`config.mk`:
```
export PLATFORM = sky130hd
export DESIGN_NAME = iis_tx
export DESIGN_NICKNAME = d
export VERILOG_FILES = /design/src/rtl/iis_pkg.sv /design/src/rtl/iis_clk_gen.sv /design/src/rtl/iis_tx.sv
export SDC_FILE = /design/constraint.sdc
export NUM_CORES = 1
export LEC_CHECK = 0
export CAP_MARGIN = 20
export CORE_ASPECT_RATIO = 0.6
export CORE_MARGIN = 1.5
export CORE_UTILIZATION = 40
export CTS_CLUSTER_DIAMETER = 120
export DETAILED_ROUTE_END_ITERATION = 10
export GPL_ROUTABILITY_DRIVEN = 0
export PLACE_DENSITY = 0.67
export RECOVER_POWER = 100
export SETUP_SLACK_MARGIN = 0.5
export SLEW_MARGIN = 5
export SYNTH_ARGS = -nofsm -noshare
export SYNTH_HDL_FRONTEND = slang
export SYNTH_HIERARCHICAL = 1
export SYNTH_SLANG_ARGS = --single-unit
```
`constraint.sdc`:
```
create_clock -name clk_100m -period 2.5 [get_ports clk_100m]
set_clock_uncertainty 0.15 [all_clocks]
set_input_delay 0.5 -clock clk_100m [delete_from_list [all_inputs] [get_ports clk_100m]]
set_output_delay 0.5 -clock clk_100m [all_outputs]
set_load 0.01 [all_outputs]
```
`src/rtl/iis_pkg.sv`:
```
// Shared constants and types for the I2S (Philips) stereo transmitter.
package iis_pkg;

  localparam int unsigned DATA_W    = 24;  // sample width, must be <= SLOT_BITS-1
  localparam int unsigned SLOT_BITS = 32;  // bclk periods per channel slot
  localparam int unsigned BCLK_HALF = 16;  // clk_100m cycles per bclk half-period

  localparam int unsigned DIV_W = $clog2(BCLK_HALF);
  localparam int unsigned CNT_W = $clog2(SLOT_BITS);

  typedef logic [DATA_W-1:0] sample_t;
  typedef logic [CNT_W-1:0]  bit_cnt_t;

  // Bit driven at the fall that advances the slot counter from cnt to cnt+1.
  // Positions 1..DATA_W carry the sample MSB first; shifting past the sample
  // width yields the zero padding for positions 0 and DATA_W+1..SLOT_BITS-1.
  function automatic logic payload_bit(input sample_t s, input bit_cnt_t cnt);
    sample_t sh;
    sh = s << cnt;
    return sh[DATA_W-1];
  endfunction

endpackage

```
`src/rtl/iis_clk_gen.sv`:
```
// Bit-clock divider and slot counter: produces bclk, lrclk, the bclk fall
// strobe, the current slot bit position and the frame-start strobe.
module iis_clk_gen
  import iis_pkg::*;
(
  input  logic     clk_i,
  input  logic     rst_ni,
  output logic     bclk_o,
  output logic     lrclk_o,
  output logic     fall_o,
  output logic     frame_start_o,
  output bit_cnt_t bit_cnt_o
);

  logic [DIV_W-1:0] div_cnt_q, div_cnt_d;
  logic             bclk_q, bclk_d;
  logic             lrclk_q, lrclk_d;
  bit_cnt_t         bit_cnt_q, bit_cnt_d;
  logic             div_wrap;
  logic             fall;
  logic             slot_wrap;

  // Next-state logic for divider, bclk and the slot/word-select counters
  always_comb begin
    div_wrap  = (div_cnt_q == DIV_W'(BCLK_HALF - 1));
    div_cnt_d = div_wrap ? '0 : div_cnt_q + 1'b1;
    bclk_d    = div_wrap ? ~bclk_q : bclk_q;
    fall      = div_wrap & bclk_q;
    slot_wrap = (bit_cnt_q == CNT_W'(SLOT_BITS - 1));
    bit_cnt_d = bit_cnt_q;
    lrclk_d   = lrclk_q;
    if (fall) begin
      if (slot_wrap) begin
        bit_cnt_d = '0;
        lrclk_d   = ~lrclk_q;
      end else begin
        bit_cnt_d = bit_cnt_q + 1'b1;
      end
    end
  end

  // State registers; reset parks lrclk high so the first fall starts a left slot
  always_ff @(posedge clk_i or negedge rst_ni) begin
    if (!rst_ni) begin
      div_cnt_q <= '0;
      bclk_q    <= 1'b0;
      lrclk_q   <= 1'b1;
      bit_cnt_q <= CNT_W'(SLOT_BITS - 1);
    end else begin
      div_cnt_q <= div_cnt_d;
      bclk_q    <= bclk_d;
      lrclk_q   <= lrclk_d;
      bit_cnt_q <= bit_cnt_d;
    end
  end

  // Output strobes and registered clocks
  always_comb begin
    bclk_o        = bclk_q;
    lrclk_o       = lrclk_q;
    bit_cnt_o     = bit_cnt_q;
    fall_o        = fall;
    frame_start_o = fall & slot_wrap & lrclk_q;
  end

endmodule

```
`src/rtl/iis_tx.sv`:
```
// I2S (Philips format) master transmitter: captures a stereo sample pair at
// each frame start and shifts it out MSB first, one bclk after each lrclk edge.
module iis_tx
  import iis_pkg::*;
(
  input  logic              clk_100m,
  input  logic              rst_n,
  input  logic [DATA_W-1:0] ldata,
  input  logic [DATA_W-1:0] rdata,
  input  logic              en,
  output logic              bclk,
  output logic              lrclk,
  output logic              sdata_o
);

  logic     fall;
  logic     frame_start;
  bit_cnt_t bit_cnt;

  sample_t  l_reg_q, l_reg_d;
  sample_t  r_reg_q, r_reg_d;
  logic     en_frame_q, en_frame_d;
  logic     sdata_q, sdata_d;

  iis_clk_gen u_clk_gen (
    .clk_i         (clk_100m),
    .rst_ni        (rst_n),
    .bclk_o        (bclk),
    .lrclk_o       (lrclk),
    .fall_o        (fall),
    .frame_start_o (frame_start),
    .bit_cnt_o     (bit_cnt)
  );

  // Capture at frame start; serialise on every bclk fall
  always_comb begin
    l_reg_d    = l_reg_q;
    r_reg_d    = r_reg_q;
    en_frame_d = en_frame_q;
    sdata_d    = sdata_q;
    if (frame_start) begin
      l_reg_d    = ldata;
      r_reg_d    = rdata;
      en_frame_d = en;
    end
    // At the frame-start fall bit_cnt is SLOT_BITS-1, so the payload is padding
    // and the stale en_frame_q/sample registers are never observed.
    if (fall) begin
      sdata_d = en_frame_q & payload_bit(lrclk ? r_reg_q : l_reg_q, bit_cnt);
    end
  end

  // Capture and output registers
  always_ff @(posedge clk_100m or negedge rst_n) begin
    if (!rst_n) begin
      l_reg_q    <= '0;
      r_reg_q    <= '0;
      en_frame_q <= 1'b0;
      sdata_q    <= 1'b0;
    end else begin
      l_reg_q    <= l_reg_d;
      r_reg_q    <= r_reg_d;
      en_frame_q <= en_frame_d;
      sdata_q    <= sdata_d;
    end
  end

  assign sdata_o = sdata_q;

endmodule

```
## Word-level counts from Yosys, hierarchy flattened

Cells that the tools add are included.
W data, S select, Z words.

| storage, ports and cells | value |
|---|---|
| register bits after elaboration | 61 |
| output and inout port bits | 3 |
| logic and storage cells | 23 |

| cells by class | value |
|---|---|
| add/sub/neg operators | 2 |
| eq/ne operators | 2 |
| shift-type cells | 1 |
| multiplexer cells | 3 |
| bitwise logic cells | 6 |
| reduce and logical (&&, ||, !) cells | 1 |

Operators with widths:

| operator | count |
|---|---|
| $mux W24 | 1 |
| $shl A24 B5 Y24 | 1 |
| $add A5 B1 Y5 const B | 1 |
| $eq A5 B5 Y1 const B | 1 |
| $mux W5 | 1 |
| $add A4 B1 Y4 const B | 1 |
| $and A1 B1 Y1 | 4 |
| $eq A4 B4 Y1 const B | 1 |
| $mux W4 | 1 |
| $not A1 Y1 | 2 |
| $reduce_and A2 Y1 | 1 |

## Logic depth before layout (Yosys ltp)

Gate-level depths: netlist (run 1).

| logic depth | value |
|---|---|
| depth in word-level cells | 4 |
| depth in mapped cells | 7 |

## Hierarchy

The synthesis (run 1) kept the hierarchy.

By module, submodules not included:

| module | times used | cells each | area an instance (µm²) | seq. area each (µm²) |
|---|---|---|---|---|
| iis_tx | 1 | 148 | 2316.0 | 1251.2 |
| iis_clk_gen | 1 | 46 | 546.8 | 282.8 |

## Worst setup path before layout (run 1)

No wires, ideal clock.

| path | value |
|---|---|
| path type | register to register |
| from | register u_clk_gen.bit_cnt_q[0], in the netlist u_clk_gen/bit_cnt_o[0] |
| to | register l_reg_q[10] |
| setup time | 125 ps |
| arrival | 2159 ps |
| required time | 2225 ps |
| setup slack | 66 ps |
| stages on the path, launching flop included | 8 |
| clock period less this slack | 2434 ps |
| cells stage by stage | dfstp_2 ha_1 and3_1 ha_1 and3_2 buf_2 buf_2 mux2_2 |

| on the way | value |
|---|---|
| cells in the longest elaborated chain, start to end | 3 |

RTL lines:

| what | line | text |
|---|---|---|
| from (decl) | iis_clk_gen.sv:18 | `bit_cnt_t bit_cnt_q, bit_cnt_d;` |
| from (signal assigned) | iis_clk_gen.sv:48 | `bit_cnt_q <= CNT_W'(SLOT_BITS - 1);` |
| from (signal assigned) | iis_clk_gen.sv:53 | `bit_cnt_q <= bit_cnt_d;` |
| $eq A5 B5 Y1 | iis_clk_gen.sv:29 | `slot_wrap = (bit_cnt_q == CNT_W'(SLOT_BITS - 1));` |
| $and A1 B1 Y1 (2 in series) | iis_clk_gen.sv:63 | `frame_start_o = fall & slot_wrap & lrclk_q;` |
| named net frame_start | iis_tx.sv:17 | `logic frame_start;` |
| to (signal assigned) | iis_tx.sv:61 | `l_reg_q <= l_reg_d;` |
| to (decl) | iis_tx.sv:20 | `sample_t l_reg_q, l_reg_d;` |

The timed path passes the listed nets, and every way through them passes these cells.
A chain may end at the register's enable or synchronous reset.

## Worst setup path after layout (run 1)

| path | value |
|---|---|
| from | register u_clk_gen.bit_cnt_q[0], in the netlist u_clk_gen/bit_cnt_o[0] |
| to | register r_reg_q[0] |

| on the way | value |
|---|---|
| cells in the longest elaborated chain, start to end | 3 |

RTL lines:

| what | line | text |
|---|---|---|
| $eq A5 B5 Y1 | iis_clk_gen.sv:29 |  |
| $and A1 B1 Y1 (2 in series) | iis_clk_gen.sv:63 |  |
| named net frame_start | iis_tx.sv:17 |  |
| to (signal assigned) | iis_tx.sv:62 | `r_reg_q <= r_reg_d;` |
| to (decl) | iis_tx.sv:21 | `sample_t r_reg_q, r_reg_d;` |

The timed path passes the listed nets, and every way through them passes these cells.

==> results_tabular.tex, run 1 <==
\begin{tabular}{lr}
\hline
Metric & Value \\
\hline
\multicolumn{2}{l}{\textbf{Route}} \\
Metal3 WL & 406 um \\
Final wirelength & 5970 um \\
Met1 layer wirelength in the final routing & 3060 um \\
Via Count & 1,865 \\
Metal2 WL & 2440 um \\
Highest Signal Layer & met4 \\
Post-DR wirelength/cell & 16.7 um \\
Via/cell ratio & 5.22 \\
Violation count after the first detailed-routing iteration & 57 \\
DRC violations left & 5 \\
Antenna-violating nets left & 0 \\
First drt pass iteration count & 7 \\
\multicolumn{2}{l}{\textbf{Power and ir drop}} \\
Internal Dissipation & 1.85 mW \\
Portion of total power attributed to sequential cells & 42.7\% \\
Switching Power & 460 uW \\
Power density over the cells & 589 nW/um\^{}2 \\
Largest voltage drop on the vdd net & 0.349 mV \\
Combinational group share of total power & 4.4\% \\
Cell leakage power & 1.78 nW \\
Switching Share & 19.9\% \\
Total power & 2.31 mW \\
Clock network power share & 52.8\% \\
\multicolumn{2}{l}{\textbf{Logic synthesis}} \\
Count of mapped cells out of synthesis & 194 \\
Average footprint of a synthesized cell & 14.8 sq um \\
Share of the synthesized area in the top cell type & 48.1\% \\
Post-synthesis instance area & 2860 sq um \\
Post-synthesis cell type with the largest combined area & sky130\_fd\_sc\_hd\_\_dfrtp\_1 \\
Number of storage elements in the synthesis netlist & 61 \\
Number of synthesized flops with an enable pin & 0 \\
Yosys synthesis warning count & 6 \\
Sequential-to-total area share from yosys stat & 53.6\% \\
Number of distinct library cells after synthesis & 39 \\
Synth top area cells & sky130\_fd\_sc\_hd\_\_dfrtp\_1 (48\%), sky130\_fd\_sc\_hd\_\_mux2\_2 (20\%), sky130\_fd\_sc\_hd\_\_dfstp\_2 (5.5\%) \\
Async S/R FF share, synth & 100\% \\
Most frequently used flop master after synthesis & sky130\_fd\_sc\_hd\_\_dfrtp\_1 \\
Net count after synthesis & 249 \\
\multicolumn{2}{l}{\textbf{Layout}} \\
Fraction of final layout cells with drive strength greater than 1 & 38.9\% \\
\# fillers & 572 \\
Leading cell type in the layout, fill and taps excluded & sky130\_fd\_sc\_hd\_\_dfrtp\_1 \\
Final Net Count & 320 \\
Commonest cells after routing, fill and taps aside & sky130\_fd\_sc\_hd\_\_dfrtp\_1 (55), sky130\_fd\_sc\_hd\_\_mux2\_2 (50), sky130\_fd\_sc\_hd\_\_clkdlybuf4s50\_1 (49) \\
Count of antenna diodes in the layout & 0 \\
Synth-to-Final Area Change & 37.3\% \\
\multicolumn{2}{l}{\textbf{Floorplanning}} \\
Top-level I/O count & 54 \\
Overall die height & 68.5 um \\
Core ar. & 6790 sq um \\
Starting density of the core & 42.2\% \\
DIE AREA & 7690 sq um \\
Floorplan row count & 23 \\
Die width & 112 um \\
\multicolumn{2}{l}{\textbf{Placement}} \\
Worst slack after detailed placement & 0.301 ns \\
\# port buffers & 53 \\
Post-detailed-placement half-perimeter wirelength & 4110 um \\
\multicolumn{2}{l}{\textbf{Clocking}} \\
Number of buffers on the longest clock path & 2 \\
Total CTS buffers & 9 \\
Clock root buffer master & sky130\_fd\_sc\_hd\_\_clkbuf\_16 \\
TritonCTS Sinks & 61 \\
CTS tree & yes \\
Skew-Pair Late Insertion Delay & 0.32 ns \\
Clk slew on worst S/H paths & 0.05 ns \\
H-tree Lvls & 3 \\
\multicolumn{2}{l}{\textbf{Run status}} \\
Status & complete, but fails checks \\
Failing checks & design-rule violations \\
\multicolumn{2}{l}{\textbf{Timing}} \\
Transition at the pin with the smallest max-transition slack & 1.20 ns \\
Achievable frequency & 443 MHz \\
Setup repair after global routing missed its margin & true \\
Final Cycle Share & 90.3\% \\
Hold Vio Cnt, Final & 0 \\
Min cycle time layout & 2.26 ns \\
Number of slew-limit violations in the final report & 0 \\
Headroom to the max-slew limit & 19.9\% \\
Final setup TNS & 0 ns \\
Worst Slack Setup Final & 0.242 ns \\
Setup violators final & 0 \\
\multicolumn{2}{l}{\textbf{GRT}} \\
Via count of the first global-routing pass & 1,845 \\
Wire length of the first global-routing pass & 9670 um \\
Overall track demand over capacity in global routing & 17.0\% \\
Number of antenna violations at the first check in global routing & 0 \\
Pin count of the biggest net entering global routing & 42 \\
Gr ovfl total & 0 \\
\multicolumn{2}{l}{\textbf{Setup path}} \\
WP data arrival & 2.31 ns \\
Critical-path maximum fanout & 25 \\
Kind of start point of the critical path & flip-flop \\
Critical path start-end classification & reg -> reg \\
Worst Path Required & 2.55 ns \\
Category of the worst setup path capture point & flip-flop \\
\multicolumn{2}{l}{\textbf{Run}} \\
Number of violations of the max-capacitance limit & 0 \\
\multicolumn{2}{l}{\textbf{Hold path}} \\
Path category of the worst min-delay check & reg -> reg \\
\hline
\end{tabular}
[metrics by stage]
stage	area [sq um]	std cells	utilization, %	hold WS [ns]
2_1_floorplan	2920	194	-	0.0544
3_3_place_gp	3570	332	52.5	0.329
3_5_place_dp	3570	332	52.5	0.335
4_1_cts	3950	357	58.2	0.346
5_1_grt	3930	357	57.9	0.364
6_report	3930	357	57.9	0.343
[power by group through the flow]
stage	Sequential, mW	Combinational (mW)	Clock (mW)
floorplan	1.01	0.000647	0
global placement	1.01	0.104	0
detailed placement	1.01	0.103	0
CTS	0.988	0.104	1.26
global route	0.988	0.111	1.30
finish	0.989	0.102	1.22
[synth_stat cells, drive strengths merged, types with 2 or more instances]
cell,count
nand2,7
ha,4
and3,2
a21oi,2
mux2,50
buf,8
a21o,2
mux4,10
dfstp,6
nor2,2
dfrtp,55
o21ai,5
a31oi,4
xnor2,2
nand4,2
inv,5
a2111oi,2
nand3,9
mux2i,4
[flip-flops by register name (all words and copies together) (netlist names)]
register,count
u_clk_gen/div_cnt_q,4
l_reg_q,24
r_reg_q,24
sdata_o,1
en_frame_q,1
u_clk_gen/lrclk_o,1
u_clk_gen/bclk_o,1
u_clk_gen/bit_cnt_o,5
[what timing repair did]
item                                   4_1_cts  5_1_grt
setup buffers                                8        0
gates resized for setup                      9        2
endpoints found under the hold margin       15        0
hold buffers                                 1        0
pin swaps                                    1        0
setup endpoints to repair                   51       51
[critical path, cell delays in order, from the launching register on]
cell	delay (ns)
sky130_fd_sc_hd__dfstp_1	0.58
sky130_fd_sc_hd__ha_1	0.23
sky130_fd_sc_hd__and3_1	0.24
sky130_fd_sc_hd__ha_4	0.17
sky130_fd_sc_hd__and3_4	0.21
sky130_fd_sc_hd__buf_12	0.18
sky130_fd_sc_hd__mux2_2	0.36
[metal layers]
metal	vias up	GRT usage, %
met5	-	0
met4	0	7.59
met3	8	4.90
met2	54	23.8
met1	937	24.6
li1	866	-
[cell families after synthesis]
family / after synthesis / synth area share [%]
muxes: 64 / 29.7
DFF: 61 / 53.6
buffers and inverters: 15 / 2.71
xor gates and xnor gates: 3 / 0.918
AOI/OAI and AO/OA: 18 / 5.24
and+or+nand+nor: 29 / 6.08
adders and majority gates: 4 / 1.75
[layout make-up]
| type | count | area (sq um) | area share [%] |
|---|---|---|---|
| inverters | 6 | 23.8 | 0.605 |
| multi-input cells | 118 | 1250 | 31.8 |
| clock inverters | 6 | 62.6 | 1.59 |
| flip-flops and latches | 61 | 1530 | 39.0 |
| clock buffers | 10 | 239 | 6.08 |
| well taps | 87 | 109 | 2.77 |
| repair buffers | 69 | 712 | 18.1 |
[worst paths after layout]
path,from,to,slack (ns),depth (start not counted)
max,u_clk_gen/bit_cnt_o[0],r_reg_q[0],0.24,6
min,u_clk_gen/div_cnt_q[0],u_clk_gen/div_cnt_q[0],0.34,1
max reg2reg,u_clk_gen/bit_cnt_o[0],r_reg_q[0],0.24,6
min reg2reg,u_clk_gen/div_cnt_q[0],u_clk_gen/div_cnt_q[0],0.34,1
max in group asynchronous,rst_n,u_clk_gen/lrclk_o,0.54,3
min in group asynchronous,rst_n,u_clk_gen/div_cnt_q[0],0.80,2
Note: power is estimated with default switching activity, not from simulation.
==> run 2: changes to the inputs <==
- PLACE_DENSITY: 0.67 -> 0.68
- SYNTH_HIERARCHICAL: 1 -> unset
==> run 2 against run 1 <==
  * The flow now finishes without violations
  * Highest routed layer unchanged
  * Fmax fell by 0.71%
  * Global-route usage is 2.0 points higher
  * Via count is 4.8% higher
==> results_tabular.tex, run 2 <==
\begin{tabular}{lr}
\hline
Metric & Value \\
\hline
\multicolumn{2}{l}{\textbf{Logic synthesis}} \\
Average footprint of a synthesized cell & 13.6 sq um \\
Count of mapped cells out of synthesis & 204 \\
Yosys synthesis warning count & 0 \\
Net count after synthesis & 258 \\
Number of distinct library cells after synthesis & 30 \\
Sequential-to-total area share from yosys stat & 55.1\% \\
Synth top area cells & sky130\_fd\_sc\_hd\_\_dfrtp\_1 (49\%), sky130\_fd\_sc\_hd\_\_mux2\_2 (20\%), sky130\_fd\_sc\_hd\_\_mux2i\_1 (5.8\%) \\
Async S/R FF share, synth & 100\% \\
Post-synthesis cell type with the largest combined area & sky130\_fd\_sc\_hd\_\_dfrtp\_1 \\
Share of the synthesized area in the top cell type & 49.4\% \\
Number of storage elements in the synthesis netlist & 61 \\
Most common cell in the synthesized netlist & sky130\_fd\_sc\_hd\_\_dfrtp\_1 \\
Number of synthesized flops with an enable pin & 0 \\
Post-synthesis instance area & 2780 sq um \\
Most frequently used flop master after synthesis & sky130\_fd\_sc\_hd\_\_dfrtp\_1 \\
Cell types with the highest counts after synthesis & sky130\_fd\_sc\_hd\_\_dfrtp\_1 (55), sky130\_fd\_sc\_hd\_\_mux2\_2 (50), sky130\_fd\_sc\_hd\_\_mux2i\_1 (16) \\
\multicolumn{2}{l}{\textbf{GRT}} \\
Gr ovfl total & 0 \\
Pin count of the biggest net entering global routing & 23 \\
Overall track demand over capacity in global routing & 19.0\% \\
Number of antenna violations at the first check in global routing & 0 \\
Wire length of the first global-routing pass & 10,400 um \\
Via count of the first global-routing pass & 2,029 \\
\multicolumn{2}{l}{\textbf{Power and ir drop}} \\
Portion of total power attributed to sequential cells & 43.6\% \\
Switching Power & 508 uW \\
Power density over the cells & 606 nW/um\^{}2 \\
Combinational group share of total power & 6.7\% \\
Cell leakage power & 1.62 nW \\
Switching Share & 21.0\% \\
Largest voltage drop on the vdd net & 0.598 mV \\
Internal Dissipation & 1.91 mW \\
Total power & 2.41 mW \\
Clock network power share & 49.7\% \\
\multicolumn{2}{l}{\textbf{Clocking}} \\
TritonCTS Sinks & 61 \\
Total CTS buffers & 9 \\
Clock root buffer master & sky130\_fd\_sc\_hd\_\_clkbuf\_16 \\
Clk slew on worst S/H paths & 0.05 ns \\
CTS tree & yes \\
H-tree Lvls & 3 \\
Number of buffers on the longest clock path & 2 \\
Skew-Pair Late Insertion Delay & 0.33 ns \\
\multicolumn{2}{l}{\textbf{Floorplanning}} \\
Top-level I/O count & 54 \\
Overall die height & 67.6 um \\
Core ar. & 6710 sq um \\
Starting density of the core & 41.5\% \\
Floorplan row count & 23 \\
DIE AREA & 7490 sq um \\
Die width & 111 um \\
\multicolumn{2}{l}{\textbf{Layout}} \\
Count of antenna diodes in the layout & 0 \\
Post-route insts no fill & 378 \\
Fraction of final layout cells with drive strength greater than 1 & 35.4\% \\
Synth-to-Final Area Change & 43.2\% \\
Leading cell type in the layout, fill and taps excluded & sky130\_fd\_sc\_hd\_\_dfrtp\_1 \\
Commonest cells after routing, fill and taps aside & sky130\_fd\_sc\_hd\_\_dfrtp\_1 (55), sky130\_fd\_sc\_hd\_\_mux2\_2 (49), sky130\_fd\_sc\_hd\_\_clkdlybuf4s50\_1 (49) \\
Final Net Count & 340 \\
\multicolumn{2}{l}{\textbf{Setup path}} \\
Kind of start point of the critical path & flip-flop \\
Category of the worst setup path capture point & flip-flop \\
Worst reg2reg path depth & 7 \\
Startpoint of the most critical setup path & u\_clk\_gen.div\_cnt\_q[1] \\
Critical register-to-register path endpoint & l\_reg\_q[4] \\
Worst setup slack for register-to-register paths & 0.23 ns \\
Worst Path Required & 2.56 ns \\
Critical path start-end classification & reg -> reg \\
Critical R2R Launch & u\_clk\_gen.div\_cnt\_q[1] \\
Setup crit end & l\_reg\_q[4] \\
Critical-path maximum fanout & 6 \\
WP data arrival & 2.34 ns \\
\multicolumn{2}{l}{\textbf{Route}} \\
Final wirelength & 6460 um \\
DRC violations left & 0 \\
Post-DR wirelength/cell & 17.1 um \\
Via/cell ratio & 5.17 \\
Antenna-violating nets left & 0 \\
First drt pass iteration count & 4 \\
Violation count after the first detailed-routing iteration & 103 \\
Via Count & 1,954 \\
\multicolumn{2}{l}{\textbf{Placement}} \\
DP Cell Count & 339 \\
Worst slack after detailed placement & 0.345 ns \\
Post-detailed-placement half-perimeter wirelength & 4090 um \\
\# port buffers & 53 \\
\multicolumn{2}{l}{\textbf{Timing}} \\
Number of slew-limit violations in the final report & 0 \\
Headroom to the max-slew limit & 18.6\% \\
Worst Slack Setup Final & 0.226 ns \\
Hold Vio Cnt, Final & 0 \\
Min cycle time layout & 2.27 ns \\
Setup repair after global routing missed its margin & true \\
Final Cycle Share & 91.0\% \\
Setup violators final & 0 \\
Final setup TNS & 0 ns \\
Achievable frequency & 440 MHz \\
Transition at the pin with the smallest max-transition slack & 1.22 ns \\
\multicolumn{2}{l}{\textbf{Hold path}} \\
Path category of the worst min-delay check & reg -> reg \\
\multicolumn{2}{l}{\textbf{Run}} \\
Number of violations of the max-capacitance limit & 0 \\
\multicolumn{2}{l}{\textbf{Run status}} \\
Status & finished clean \\
\hline
\end{tabular}
==> run 2: cell count changes after synthesis, sizes merged, moves of 4 or more <==
| cell | delta |
|---|---|
| a21oi | +4 |
| a22oi | +6 |
| mux2i | +12 |
| a31oi | -4 |
| inv | -4 |
| nand2 | +5 |
| nand3 | -7 |
| mux4 | -6 |
==> run 2: cells by family after synthesis <==
logic type	after synthesis	share of synthesized area [%]
multiplexers	70	29.2
flip-flops	61	55.1
AND/OR/NAND/NOR	31	5.57
AO/OA/AOI/OAI	24	5.53
buffers and inverters	12	2.29
XOR/XNOR	3	0.944
adder cells (fa/ha/maj)	3	1.35
==> run 2: final cells by class <==
class,count,area [sq um]
multi-input cells,131,1230
inverters,1,3.75
fillers,568,2720
well taps,87,109
repair buffers,82,816
clock inverters,7,66.3
clock buffers,9,225
flip-flops and latches,61,1530
==> run 2: timing repair <==
action                                 CTS  global route
resized for setup                        9             7
setup endpoints to repair               51            51
buffers inserted                        10             8
pin swaps                                2             2
endpoints found under the hold margin   17             0
hold buffers                             1             0
cloned                                   3             1
==> run 2: how the worst min path moves through the flow <==
stage | from | endpoint | slack, ns | cells past startpoint
3_5_place_dp | u_clk_gen.div_cnt_q[0] | u_clk_gen.div_cnt_q[0] | 0.33 | 1
6_report | u_clk_gen.bclk_o | u_clk_gen.bclk_o | 0.35 | 1
4_1_cts | r_reg_q[10] | r_reg_q[10] | 0.35 | 1
5_1_grt | r_reg_q[2] | r_reg_q[2] | 0.37 | 1
2_1_floorplan | rst_n | en_frame_q | 0.05 | 0
3_3_place_gp | u_clk_gen.div_cnt_q[3] | u_clk_gen.div_cnt_q[3] | 0.32 | 1
==> run 2: worst max-delay path, stage by stage (launching register included) <==
cell and delay (ns):
sky130_fd_sc_hd__dfrtp_1 0.38, sky130_fd_sc_hd__ha_1 0.24, sky130_fd_sc_hd__and3_1 0.23, sky130_fd_sc_hd__and2_0 0.27, sky130_fd_sc_hd__nand3_4 0.17, sky130_fd_sc_hd__clkbuf_1 0.23, sky130_fd_sc_hd__buf_16 0.15, sky130_fd_sc_hd__mux2_2 0.32
==> run 2: routing by layer <==
metal	global-route usage [%]	part of all wire, %	vias up
met4	5.77	1.1	0
met3	8.44	7.1	7
li1	-	-	909
met5	0	0	-
met1	24.6	49	974
met2	28.9	43	64
==> run 2: power by group through the flow <==
stage | registers, mW | logic (mW) | clock network [mW]
3_3_place_gp | 1.07 | 0.161 | 0
4_1_cts | 1.05 | 0.165 | 1.23
2_1_floorplan | 1.06 | 0.0521 | 0
5_1_grt | 1.06 | 0.176 | 1.27
6_report | 1.05 | 0.161 | 1.20
3_5_place_dp | 1.07 | 0.163 | 0
==> run 2: metrics by stage <==
stage / cell area (sq um) / hold WS [ns] / utilization [%]
final: 3990 / 0.348 / 59.5
after global routing: 3990 / 0.366 / 59.5
after CTS: 3950 / 0.353 / 58.9
after detailed placement: 3450 / 0.332 / 51.5
after global placement: 3450 / 0.316 / 51.5
after floorplan: 2830 / 0.0544 / -
==> run 3: changes to the inputs <==
- CORE_MARGIN: 1.5 -> 2
- PLACE_DENSITY: 0.68 -> 0.65
- clock period: 2.5 -> 2.27 ns (I/O delays scaled with it)
==> run 3 against run 2 <==
  * Combinational power grew 11%
  * Hold slack lost 0.022 ns
  * Non-clock buffer count grew 5
  * Sequential share of layout area shrank 0.36 points
  * Final cell count grew 1.3%
  * Sequential power grew 10%
  * Via count grew 2.5%
  * Die area grew 2.4%
  * Design area grew 0.94%
  * Routed wire length grew 7.6%
  * Count of clock-buffer cells in the layout grew 4
==> results_tabular.tex, run 3 (synthesis results as in run 2) <==
\begin{tabular}{lr}
\hline
Metric & Value \\
\hline
\multicolumn{2}{l}{\textbf{Run status}} \\
Status & finished clean \\
\multicolumn{2}{l}{\textbf{Clocking}} \\
TritonCTS Sinks & 61 \\
Number of buffers on the longest clock path & 2 \\
Total CTS buffers & 9 \\
H-tree Lvls & 3 \\
Clock root buffer master & sky130\_fd\_sc\_hd\_\_clkbuf\_16 \\
Clk slew on worst S/H paths & 0.05 ns \\
Skew-Pair Late Insertion Delay & 0.33 ns \\
CTS tree & yes \\
\multicolumn{2}{l}{\textbf{Power and ir drop}} \\
Cell leakage power & 1.66 nW \\
Power density over the cells & 683 nW/um\^{}2 \\
Largest voltage drop on the vdd net & 0.341 mV \\
\multicolumn{2}{l}{\textbf{Floorplanning}} \\
Starting density of the core & 41.5\% \\
Core ar. & 6710 sq um \\
Top-level I/O count & 54 \\
Overall die height & 68.6 um \\
Floorplan row count & 23 \\
DIE AREA & 7660 sq um \\
Die width & 112 um \\
\multicolumn{2}{l}{\textbf{Setup path}} \\
Worst Path Required & 2.33 ns \\
Kind of start point of the critical path & flip-flop \\
WP data arrival & 2.27 ns \\
Delay of the slowest cell on the worst path & 0.55 ns \\
Category of the worst setup path capture point & flip-flop \\
Critical path start-end classification & reg -> reg \\
Worst-path cell chain & ha\_1 > and3\_4 > ha\_4 > nand3\_4 > buf\_12 > buf\_12 > buf\_4 > mux2\_4 \\
CP delay by family, top & flip-flops \\
Critical-path top delay cell & sky130\_fd\_sc\_hd\_\_dfstp\_2 \\
Critical-path maximum fanout & 7 \\
Buffers plus inverters on the worst setup path & 3 \\
Most used cell along the critical path & sky130\_fd\_sc\_hd\_\_buf\_12 \\
\multicolumn{2}{l}{\textbf{Layout}} \\
Fraction of final layout cells with drive strength greater than 1 & 36.5\% \\
Synth-to-Final Area Change & 44.5\% \\
Post-route insts no fill & 383 \\
Commonest cells after routing, fill and taps aside & sky130\_fd\_sc\_hd\_\_dfrtp\_1 (55), sky130\_fd\_sc\_hd\_\_clkdlybuf4s50\_1 (49), sky130\_fd\_sc\_hd\_\_mux2\_2 (46) \\
\# fillers & 534 \\
Leading cell type in the layout, fill and taps excluded & sky130\_fd\_sc\_hd\_\_dfrtp\_1 \\
Final Net Count & 345 \\
Post-route standard cell area excluding fillers & 4020 sq um \\
Count of antenna diodes in the layout & 0 \\
\multicolumn{2}{l}{\textbf{Timing}} \\
Transition at the pin with the smallest max-transition slack & 0.672 ns \\
Setup violators final & 0 \\
Setup repair after global routing missed its margin & true \\
Achievable frequency & 452 MHz \\
Headroom to the max-slew limit & 55.2\% \\
Number of slew-limit violations in the final report & 0 \\
Hold Vio Cnt, Final & 0 \\
Final Cycle Share & 97.5\% \\
Min cycle time layout & 2.21 ns \\
\multicolumn{2}{l}{\textbf{GRT}} \\
Via count of the first global-routing pass & 2,002 \\
Gr ovfl total & 0 \\
Overall track demand over capacity in global routing & 19.1\% \\
Wire length of the first global-routing pass & 10,700 um \\
Pin count of the biggest net entering global routing & 28 \\
Number of antenna violations at the first check in global routing & 0 \\
\multicolumn{2}{l}{\textbf{Placement}} \\
Post-detailed-placement half-perimeter wirelength & 4080 um \\
\# port buffers & 53 \\
Placement-stage cell area & 3500 sq um \\
DP Cell Count & 340 \\
\multicolumn{2}{l}{\textbf{Route}} \\
Final wirelength & 6950 um \\
Antenna-violating nets left & 0 \\
DRC violations left & 0 \\
First drt pass iteration count & 4 \\
Via/cell ratio & 5.23 \\
Post-DR wirelength/cell & 18.2 um \\
Violation count after the first detailed-routing iteration & 112 \\
Via Count & 2,003 \\
\multicolumn{2}{l}{\textbf{Run}} \\
Number of violations of the max-capacitance limit & 0 \\
\multicolumn{2}{l}{\textbf{Hold path}} \\
Path category of the worst min-delay check & reg -> reg \\
\hline
\end{tabular}
## run 3: changes by cell type in the layout (fill, tap and decap cells not counted), sizes merged
cell	previous run	this run
clkinv	5	1
dlygate4sd2	1	3
buf	20	26
dlygate4sd3	3	1
clkbuf	18	21
## run 3: area by class of cell
cell class	instances	area, sq um	area share, %
Inverter	1	3.75	0.0933
Multi-Input combinational cell	131	1230	30.6
Timing Repair Buffer	87	833	20.7
Clock inverter	3	42.5	1.06
Sequential cell	61	1530	38.1
Tap cell	87	109	2.71
Clock buffer	13	270	6.72
## run 3: worst paths after layout
kind                                         from                     end  slack, ns  cells after the start
min                        u_clk_gen.div_cnt_q[3]  u_clk_gen.div_cnt_q[3]       0.33                      1
max                        u_clk_gen.bit_cnt_o[0]             r_reg_q[10]       0.06                      8
min in group asynchronous                   rst_n             l_reg_q[23]       0.53                      2
min reg2reg                u_clk_gen.div_cnt_q[3]  u_clk_gen.div_cnt_q[3]       0.33                      1
max reg2reg                u_clk_gen.bit_cnt_o[0]             r_reg_q[10]       0.06                      8
max in group asynchronous                   rst_n              r_reg_q[4]       0.37                      3
## run 3: what timing repair did
| item | CTS | global route |
|---|---|---|
| endpoints found under the setup margin | 54 | 52 |
| pin swaps | 2 | 1 |
| hold buffers | 1 | 0 |
| cloned | 5 | 1 |
| resized for setup | 12 | 6 |
| endpoints found under the hold margin | 21 | 0 |
| setup buffers | 15 | 5 |
## run 3: report_power, final
group / internal [mW] / switching (mW) / leakage [nW] / total [mW]
clock: 0.937 / 0.475 / 0.152 / 1.41
combinational: 0.123 / 0.0554 / 0.798 / 0.178
sequential: 1.13 / 0.0248 / 0.706 / 1.16
total: 2.19 / 0.556 / 1.66 / 2.75
## run 3: routing by layer
layer | global-route usage [%] | routed length (um)
met4 | 7.25 | 62
met5 | 0 | 0
met1 | 25.9 | 3360
met3 | 7.60 | 558
met2 | 27.7 | 2970
## run 3: metrics by stage
step	utilization, %	hold slack, ns	power (mW)	worst slack (ns)	TNS [ns]
final	60.0	0.326	2.75	0.0576	0
after global routing	60.0	0.361	2.84	-0.0151	-0.0151
after CTS	61.2	0.340	2.77	0.119	0
after detailed placement	52.2	0.334	1.36	0.112	0
after global placement	52.2	0.320	1.36	0.154	0
after floorplan	-	0.00841	1.23	0.0980	0
